$ cat src/rtl/garnet_reset_sequencer.sv
// Staggered multi-channel reset sequencer with req/ack re-run, heartbeat pulse and cycle counter.
// Runs the full-mask power-on sequence after reset, then reruns with a software channel mask on request.

module garnet_rst_lane (
  input  logic clk,
  input  logic reset,
  input  logic set_i,
  input  logic mask_i,
  input  logic rel_i,
  output logic rst_o
);
  logic rst_d, rst_q;

  always_comb begin
    rst_d = rst_q;
    if (set_i)      rst_d = mask_i;
    else if (rel_i) rst_d = 1'b0;
  end

  always_ff @(posedge clk) begin
    if (reset) rst_q <= 1'b0;
    else       rst_q <= rst_d;
  end

  assign rst_o = rst_q;
endmodule

module garnet_reset_sequencer #(
  parameter int NUM_CH           = 4,
  parameter int CNT_WIDTH        = 8,
  parameter int PRE_CYCLES       = 3,
  parameter int ASSERT_CYCLES    = 3,
  parameter int STAGGER_CYCLES   = 2,
  parameter int HEARTBEAT_PERIOD = 100
) (
  input  logic              clk,
  input  logic              reset,
  input  logic              start_req,
  input  logic [NUM_CH-1:0] ch_mask,
  output logic              start_ack,
  output logic [NUM_CH-1:0] rst_out,
  output logic              busy,
  output logic              done,
  output logic              heartbeat,
  output logic [31:0]       cycle_count
);
  localparam int IDX_W = (NUM_CH > 1) ? $clog2(NUM_CH) : 1;
  localparam int HB_W  = $clog2(HEARTBEAT_PERIOD);

  localparam logic [CNT_WIDTH-1:0] PRE_C    = CNT_WIDTH'(PRE_CYCLES);
  localparam logic [CNT_WIDTH-1:0] ASSERT_C = CNT_WIDTH'(ASSERT_CYCLES);
  localparam logic [CNT_WIDTH-1:0] STAG_C   = CNT_WIDTH'(STAGGER_CYCLES);
  localparam logic [CNT_WIDTH-1:0] CNT_ONE  = CNT_WIDTH'(1);
  localparam logic [IDX_W-1:0]     LAST_IDX = IDX_W'(NUM_CH - 1);
  localparam logic [IDX_W-1:0]     IDX_ONE  = IDX_W'(1);
  localparam logic [NUM_CH-1:0]    CH_ONE   = NUM_CH'(1);
  localparam logic [HB_W-1:0]      HB_LAST  = HB_W'(HEARTBEAT_PERIOD - 1);
  localparam logic [HB_W-1:0]      HB_ONE   = HB_W'(1);

  typedef enum logic [1:0] {S_IDLE, S_PRE, S_ASSERT, S_RELEASE} state_e;

  state_e                state_d, state_q;
  logic [CNT_WIDTH-1:0]  cnt_d, cnt_q;
  logic [IDX_W-1:0]      idx_d, idx_q;
  logic [NUM_CH-1:0]     mask_d, mask_q;
  logic                  busy_d, busy_q;
  logic                  done_d, done_q;
  logic                  ack_d, ack_q;
  logic                  hb_d, hb_q;
  logic [HB_W-1:0]       hb_cnt_d, hb_cnt_q;
  logic [31:0]           cyc_d, cyc_q;
  logic                  set_all;
  logic                  finish;
  logic [NUM_CH-1:0]     rel_vec;

  // Power-on counts the first unreset edge as edge 0 of PRE (cnt 0), while a
  // software accept enters PRE with cnt 1, so both land on the mask at T+PRE.
  always_comb begin
    state_d = state_q;
    cnt_d   = cnt_q;
    idx_d   = idx_q;
    mask_d  = mask_q;
    busy_d  = busy_q;
    ack_d   = 1'b0;
    set_all = 1'b0;
    finish  = 1'b0;
    rel_vec = '0;
    case (state_q)
      S_IDLE: begin
        if (start_req) begin
          ack_d   = 1'b1;
          mask_d  = ch_mask;
          busy_d  = 1'b1;
          cnt_d   = CNT_ONE;
          state_d = S_PRE;
        end
      end
      S_PRE: begin
        if (cnt_q == PRE_C) begin
          set_all = 1'b1;
          cnt_d   = CNT_ONE;
          state_d = S_ASSERT;
        end else begin
          cnt_d = cnt_q + CNT_ONE;
        end
      end
      S_ASSERT: begin
        if (cnt_q == ASSERT_C) begin
          if (STAGGER_CYCLES == 0 || NUM_CH == 1) begin
            rel_vec = '1;
            finish  = 1'b1;
          end else begin
            rel_vec = CH_ONE;
            idx_d   = IDX_ONE;
            cnt_d   = CNT_ONE;
            state_d = S_RELEASE;
          end
        end else begin
          cnt_d = cnt_q + CNT_ONE;
        end
      end
      S_RELEASE: begin
        if (cnt_q == STAG_C) begin
          rel_vec = CH_ONE << idx_q;
          if (idx_q == LAST_IDX) begin
            finish = 1'b1;
          end else begin
            idx_d = idx_q + IDX_ONE;
            cnt_d = CNT_ONE;
          end
        end else begin
          cnt_d = cnt_q + CNT_ONE;
        end
      end
      default: state_d = S_IDLE;
    endcase
    if (finish) begin
      busy_d  = 1'b0;
      cnt_d   = '0;
      idx_d   = '0;
      state_d = S_IDLE;
    end
    done_d = finish;
  end

  // Heartbeat tracks cycle_count modulo the period without a divider.
  always_comb begin
    cyc_d = cyc_q + 32'd1;
    hb_d  = 1'b0;
    if (hb_cnt_q == HB_LAST) begin
      hb_cnt_d = '0;
      hb_d     = 1'b1;
    end else begin
      hb_cnt_d = hb_cnt_q + HB_ONE;
    end
  end

  always_ff @(posedge clk) begin
    if (reset) begin
      state_q  <= S_PRE;
      cnt_q    <= '0;
      idx_q    <= '0;
      mask_q   <= '1;
      busy_q   <= 1'b1;
      done_q   <= 1'b0;
      ack_q    <= 1'b0;
      hb_q     <= 1'b0;
      hb_cnt_q <= '0;
      cyc_q    <= '0;
    end else begin
      state_q  <= state_d;
      cnt_q    <= cnt_d;
      idx_q    <= idx_d;
      mask_q   <= mask_d;
      busy_q   <= busy_d;
      done_q   <= done_d;
      ack_q    <= ack_d;
      hb_q     <= hb_d;
      hb_cnt_q <= hb_cnt_d;
      cyc_q    <= cyc_d;
    end
  end

  for (genvar i = 0; i < NUM_CH; i++) begin : g_lane
    garnet_rst_lane u_lane (
      .clk    (clk),
      .reset  (reset),
      .set_i  (set_all),
      .mask_i (mask_q[i]),
      .rel_i  (rel_vec[i]),
      .rst_o  (rst_out[i])
    );
  end

  assign start_ack   = ack_q;
  assign busy        = busy_q;
  assign done        = done_q;
  assign heartbeat   = hb_q;
  assign cycle_count = cyc_q;
endmodule

$ cat config.mk
export PLATFORM = sky130hd
export DESIGN_NAME = garnet_reset_sequencer
export DESIGN_NICKNAME = d
export VERILOG_FILES = /design/src/rtl/garnet_reset_sequencer.sv
export SDC_FILE = /design/constraint.sdc
export NUM_CORES = 1
export LEC_CHECK = 0
export ABC_AREA = 1
export CORE_MARGIN = 10
export CORE_UTILIZATION = 55
export DETAILED_ROUTE_END_ITERATION = 8
export PLACE_DENSITY = 0.8
export SLEW_MARGIN = 10
export SYNTH_ARGS = -nofsm -noshare
export SYNTH_HDL_FRONTEND = slang
export SYNTH_SLANG_ARGS = --single-unit
$ cat constraint.sdc
create_clock -name clk -period 1.65 [get_ports clk]
set_input_delay 0.33 -clock clk [delete_from_list [all_inputs] [get_ports clk]]
set_output_delay 0.33 -clock clk [all_outputs]
set_load 0.02 [all_outputs]
==> metrics.txt, run 1 <==
CP max stage cell clkdlybuf4s50_1; max-slew violations 0; worst ir drop on vdd 651.9 uV; Yosys reg bits 63; crit start category register; CP required roughly 1.3 ns; final core occ 70.82%; Core ar. 5921 sq um; worst skew pair latency approximately 0.34 ns; Post-Route Setup TNS 0 ns; critical-path cell list clkdlybuf4s50_1; Final Hold Viols 0; most frequent cells in the layout nand2_1 (130), nor2_1 (78), dfxtp_1 (61); CTS tree done; first-pass GRT wire length approximately 15 mm; Buf+Inv Stages, Crit Path 1; max-cap viol count 0; Syn Std Cell Area 3372 sq um; PwrDens 985.6 nW/um^2; Avg Synthesized Cell Area about 6.7 sq um; DR pass1 iterations 5; WL final between 8 and 9 mm; CP Class register to output port; Final Cycle Share roughly 98%; layout cells sized above 1 a little under an eighth; relative slew slack approximately four fifths; CTS max path bufs 2; Buffers on Ports 46; total CTS buffers 9; sequential share of the synthesized area a little under two fifths; syn_nets 522; all-layer global routing usage between 15 and 20%; Worst-Margin Slew about 0.3 ns; Layout Skew roughly 0.011 ns; status completed; FP Rows 28; Post-DRT Antenna Nets 0; I/O pins 47; full die area between 9000 and 10000 sq um; Initial Util between 50 and 60%; Die Span Y approximately 98 um; Tightest Hold Check Type register to register; CP delay by family, top buffers and inverters; post-synthesis cell count approximately 500; Synth warnings 0; area delta synth->final 24.34%; crit end category output port; H-tree levels 3; Die Span X 98.30 um; Worst Path Arrival 1.29 ns; clock root buffer clkbuf_8; largest net degree at the start of global routing 24; Routability Congestion approximately 0.93; vias per cell 5.289; vias in the first global route around 3300; wire per inst roughly 14 um; LEAKAGE 0.001846 uW; routed via count 3401; Cell variety after synth 31; most common cell after layout, fill and taps aside nand2_1; drt drc 0; R2R Path Start cycle_count[0]; Num Clock Sinks 63; CP startpoint cycle_count[24]; Final #Nets 583; DR iter-0 viols ~140; initial antenna violation count 0; diode count 0; # setup viols final 0; CP max stage delay slightly above 0.6 ns; GRT overflow 0; Detailed Place HPWL approximately 6.5 mm; Clock Pin Slew Worst Setup and Hold Paths 0.08 ns; crit path max fanout 2; Worst Min Path Start g_lane[1].u_lane.rst_o; Max Freq between 600 and 700 MHz; Final min period around 1.6 ns
-- registers in the layout (all words and copies together) (netlist names) --
name,flops
cycle_count,32
cnt_q,8
hb_cnt_q,7
g_lane.u_lane.rst_o,4
mask_q,4
idx_q,2
state_q,2
busy,1
done,1
heartbeat,1
start_ack,1
-- worst paths after layout --
path	slack (ns)	depth (start not counted)	endpoint
hold / removal	0.46	2	g_lane[1].u_lane.rst_o
hold reg to reg	0.46	2	g_lane[1].u_lane.rst_o
setup / recovery	0.03	1	cycle_count[24]
setup reg to reg	0.11	11	cycle_count[22]
-- report_power, final --
group,internal [uW],total (uW),switching (uW),leakage (uW)
clock network,696,1330,637,0.0000875
logic,386,1050,669,0.00125
registers,1640,1750,107,0.000511
total,2720,4130,1410,0.00185
-- layer usage --
layer / up-vias / track usage (%) / share of wire (%)
met5: - / 0 / 0
met4: 0 / 7.497 / 1.6
met3: 14 / 5.215 / 6.9
met2: 100 / 29.70 / 49
met1: 1562 / 20.58 / 42
li1: 1725 / - / -
-- cells in the mapped netlist --
| library cell | count | area share [%] |
|---|---|---|
| a211oi_1 | 1 | 0.22 |
| a21oi_1 | 36 | 5.3 |
| a21oi_4 | 1 | 0.48 |
| a31oi_1 | 1 | 0.19 |
| buf_2 | 1 | 0.15 |
| buf_4 | 5 | 1.1 |
| clkbuf_1 | 3 | 0.33 |
| dfxtp_1 | 63 | 37 |
| ha_1 | 13 | 4.8 |
| inv_1 | 57 | 6.3 |
| inv_2 | 1 | 0.11 |
| inv_4 | 1 | 0.19 |
| nand2_1 | 133 | 15 |
| nand2_2 | 2 | 0.37 |
| nand2_4 | 2 | 0.67 |
| nand3_1 | 40 | 5.9 |
| nand3_4 | 1 | 0.52 |
| nand3b_1 | 3 | 0.67 |
| nand4_1 | 9 | 1.7 |
| nor2_1 | 81 | 9.0 |
| nor2_2 | 7 | 1.3 |
| nor2_4 | 5 | 1.7 |
| nor3_1 | 6 | 0.89 |
| nor3_2 | 1 | 0.30 |
| nor3b_1 | 1 | 0.22 |
| o21a_1 | 3 | 0.67 |
| o21ai_0 | 16 | 2.4 |
| o21ai_1 | 1 | 0.15 |
| o21ai_2 | 2 | 0.52 |
| xnor2_1 | 2 | 0.52 |
| xor2_1 | 4 | 1.0 |
-- repair_timing --
action,CTS,global route
hold buffers,0,0
gates resized for setup,29,22
pin swaps,0,4
endpoints found under the setup margin,29,23
setup buffers,0,4
-- area by class of cell --
cell class	count	area, sq um
fillers	509	1728
flip-flops and latches	63	1264
inverters	59	224.0
repair buffers	59	539.3
multi-input cells	371	1874
clock buffers	9	123.9
clock inverters	7	73.82
well taps	75	93.84
-- through the flow --
step / power (uW) / cell area [sq um] / std cells / worst slack (ns) / hold slack, ns
after floorplan: 2531 / 3372 / 502 / 0.1498 / 0.4085
after detailed placement: 2796 / 3940 / 623 / -0.02448 / 0.4537
final: 4132 / 4193 / 643 / 0.03217 / 0.4643
after global placement: 2749 / 3940 / 623 / 0.06276 / 0.4437
after global routing: 4364 / 4193 / 643 / -0.01253 / 0.4896
after CTS: 4122 / 4101 / 639 / 0.003075 / 0.4703
-- logic make-up after synthesis --
family | after synthesis | share of synthesized area [%]
and+or+nand+nor | 291 | 38.03
adders and majority gates | 13 | 4.824
AOI/OAI and AO/OA | 61 | 9.945
DFF | 63 | 37.40
buffers and inverters | 68 | 8.238
xor gates and xnor gates | 6 | 1.558
Power figures use the tool's default switching activity.
==> run 2, diff against run 1 <==
==> constraint.sdc (replaced) <==
create_clock -name clk -period 1.65 [get_ports clk]
set_input_delay 0.33 -clock clk [delete_from_list [all_inputs] [get_ports clk]]
set_output_delay 0.33 -clock clk [all_outputs]
set_load 0.005 [all_outputs]
==> metrics.txt, run 2 (synthesized netlist as in run 1, its figures left out) <==
status completed; Max Freq 619.0 MHz (+0.14%); FP Rows 28 (unchanged); diode count 0 (unchanged); CP max stage delay 0.55 ns (-0.06 ns); Initial Util 56.95% (unchanged); CP delay by family, top buffers and inverters; worst skew pair latency 0.35 ns (about the same); Clock Pin Slew Worst Setup and Hold Paths 0.07 ns (about the same); clock root buffer clkbuf_8; routed via count 3388 (-0.38%); Tightest Hold Check Type register to register; # setup viols final 0 (unchanged); I/O pins 47 (unchanged); Num Clock Sinks 63 (unchanged); Routability Congestion 0.9393 (+0.91%); crit end category output port; worst setup slack after layout 0.03450 ns (+0.002329 ns); full die area 9663 sq um (unchanged); Final Total Pwr 3948 uW (-4.5%); max-cap viol count 0 (unchanged); max FFs per register 32 (unchanged); relative slew slack 81.14% (+0.84 points); GRT overflow 0 (unchanged); Final Hold Viols 0 (unchanged); final core occ 70.01% (-0.80 points); wire per inst 13.53 um (about the same); total CTS buffers 9 (unchanged); initial antenna violation count 0 (unchanged); hold_ws 0.4418 ns (-0.02243 ns); unrepaired setup endpoints after global routing true; Final min period 1.615 ns (-0.002329 ns); most common cell after layout, fill and taps aside nand2_1; Final Cycle Share 97.91% (-0.14 points); Die Span Y 98.30 um (unchanged); Layout Skew 0.01254 ns (+0.001740 ns); first-pass GRT wire length 14.55 mm (-0.85%); Final #Nets 579 (-0.69%); CTS tree done; Worst Path Arrival 1.29 ns (about the same); crit start category register; CP required 1.32 ns (about the same); Core ar. 5921 sq um (unchanged); CTS max path bufs 2 (unchanged); Buf+Inv Stages, Crit Path 1 (unchanged); most frequent cells in the layout nand2_1 (133), nor2_1 (80), inv_1 (57); CP max stage cell clkdlybuf4s50_1; LEAKAGE 0.001580 uW (-14%); crit path max fanout 4 (+2); DP Worst Slack -0.01587 ns (+0.008610 ns); area delta synth->final 22.93%; DR pass1 iterations 5 (unchanged); max-slew violations 0 (unchanged); CP Class register to output port; Post-CTS Hold Fix Bufs 0 (unchanged); WL final 8.643 mm (-0.55%); Worst-Margin Slew 0.2818 ns (-0.01332 ns); critical-path cell list clkdlybuf4s50_1; all-layer global routing usage 17.50% (-0.25 points); Buffers on Ports 46 (unchanged); vias in the first global route 3209 (-1.9%); PwrDens 952.5 nW/um^2 (-3.4%); DR iter-0 viols 226 (+57%); Detailed Place HPWL 6.474 mm (-1.0%); worst ir drop on vdd 697.1 uV (+6.9%); Die Span X 98.30 um (unchanged); Post-DRT Antenna Nets 0 (unchanged); drt drc 0 (unchanged); H-tree levels 3 (unchanged); layout cells sized above 1 12.06% (+0.79 points); largest net degree at the start of global routing 24 (unchanged); vias per cell 5.302 (+0.24%)
-- run 2: cell types whose count changed in the layout (fill, tap and decap cells not counted), sizes merged --
cell / previous run / this run
buf: 13 / 9
bufinv: 1 / 0
clkdlybuf4s50: 10 / 46
clkinv: 2 / 4
clkinvlp: 4 / 3
dlygate4sd2: 29 / 0
dlymetal6s2s: 7 / 0
-- run 2: report_power, final --
group          internal, uW  total [uW]  switching (uW)
Combinational           383        1010             628
Clock                   543        1190             648
Sequential             1640        1750             108
-- run 2: path summary, 6_finish.rpt --
check,startpoint,slack (ns),to,depth (start not counted)
hold reg to reg,cycle_count[0],0.44,cycle_count[0],1
hold / removal,cycle_count[0],0.44,cycle_count[0],1
setup reg to reg,cycle_count[1],0.10,cycle_count[18],10
setup / recovery,cycle_count[7],0.03,cycle_count[7],1
-- run 2: what timing repair did --
item                                    in CTS  in global routing
pin swaps                                    0                  1
setup buffers                                0                  1
gates resized for setup                      3                 19
endpoints found under the setup margin       3                 28
-- run 2: layout make-up --
| type | instances | area, sq um |
|---|---|---|
| clock buffers | 9 | 123.9 |
| clock inverters | 7 | 50.05 |
| well taps | 75 | 93.84 |
| multi-input cells | 371 | 1841 |
| fillers | 500 | 1775 |
| flip-flops and latches | 63 | 1285 |
| repair buffers | 55 | 528.0 |
| inverters | 59 | 224.0 |
-- run 2: per-stage QoR --
| step | instances | setup TNS (ns) | area (sq um) |
|---|---|---|---|
| after floorplan | 502 | 0 | 3372 |
| after global routing | 639 | -0.1167 | 4145 |
| final | 639 | 0 | 4145 |
| after CTS | 638 | 0 | 4110 |
| after detailed placement | 622 | -0.01587 | 3933 |
| after global placement | 622 | 0 | 3933 |
-- run 2: per-layer routing --
layer	routed length, um	part of all wire (%)	GRT usage (%)	up-vias
met5	0	0	0	-
met4	127	1.5	7.387	0
met3	683	7.9	5.920	14
met2	4162	48	29.30	117
met1	3670	42	19.81	1541
li1	-	-	-	1716
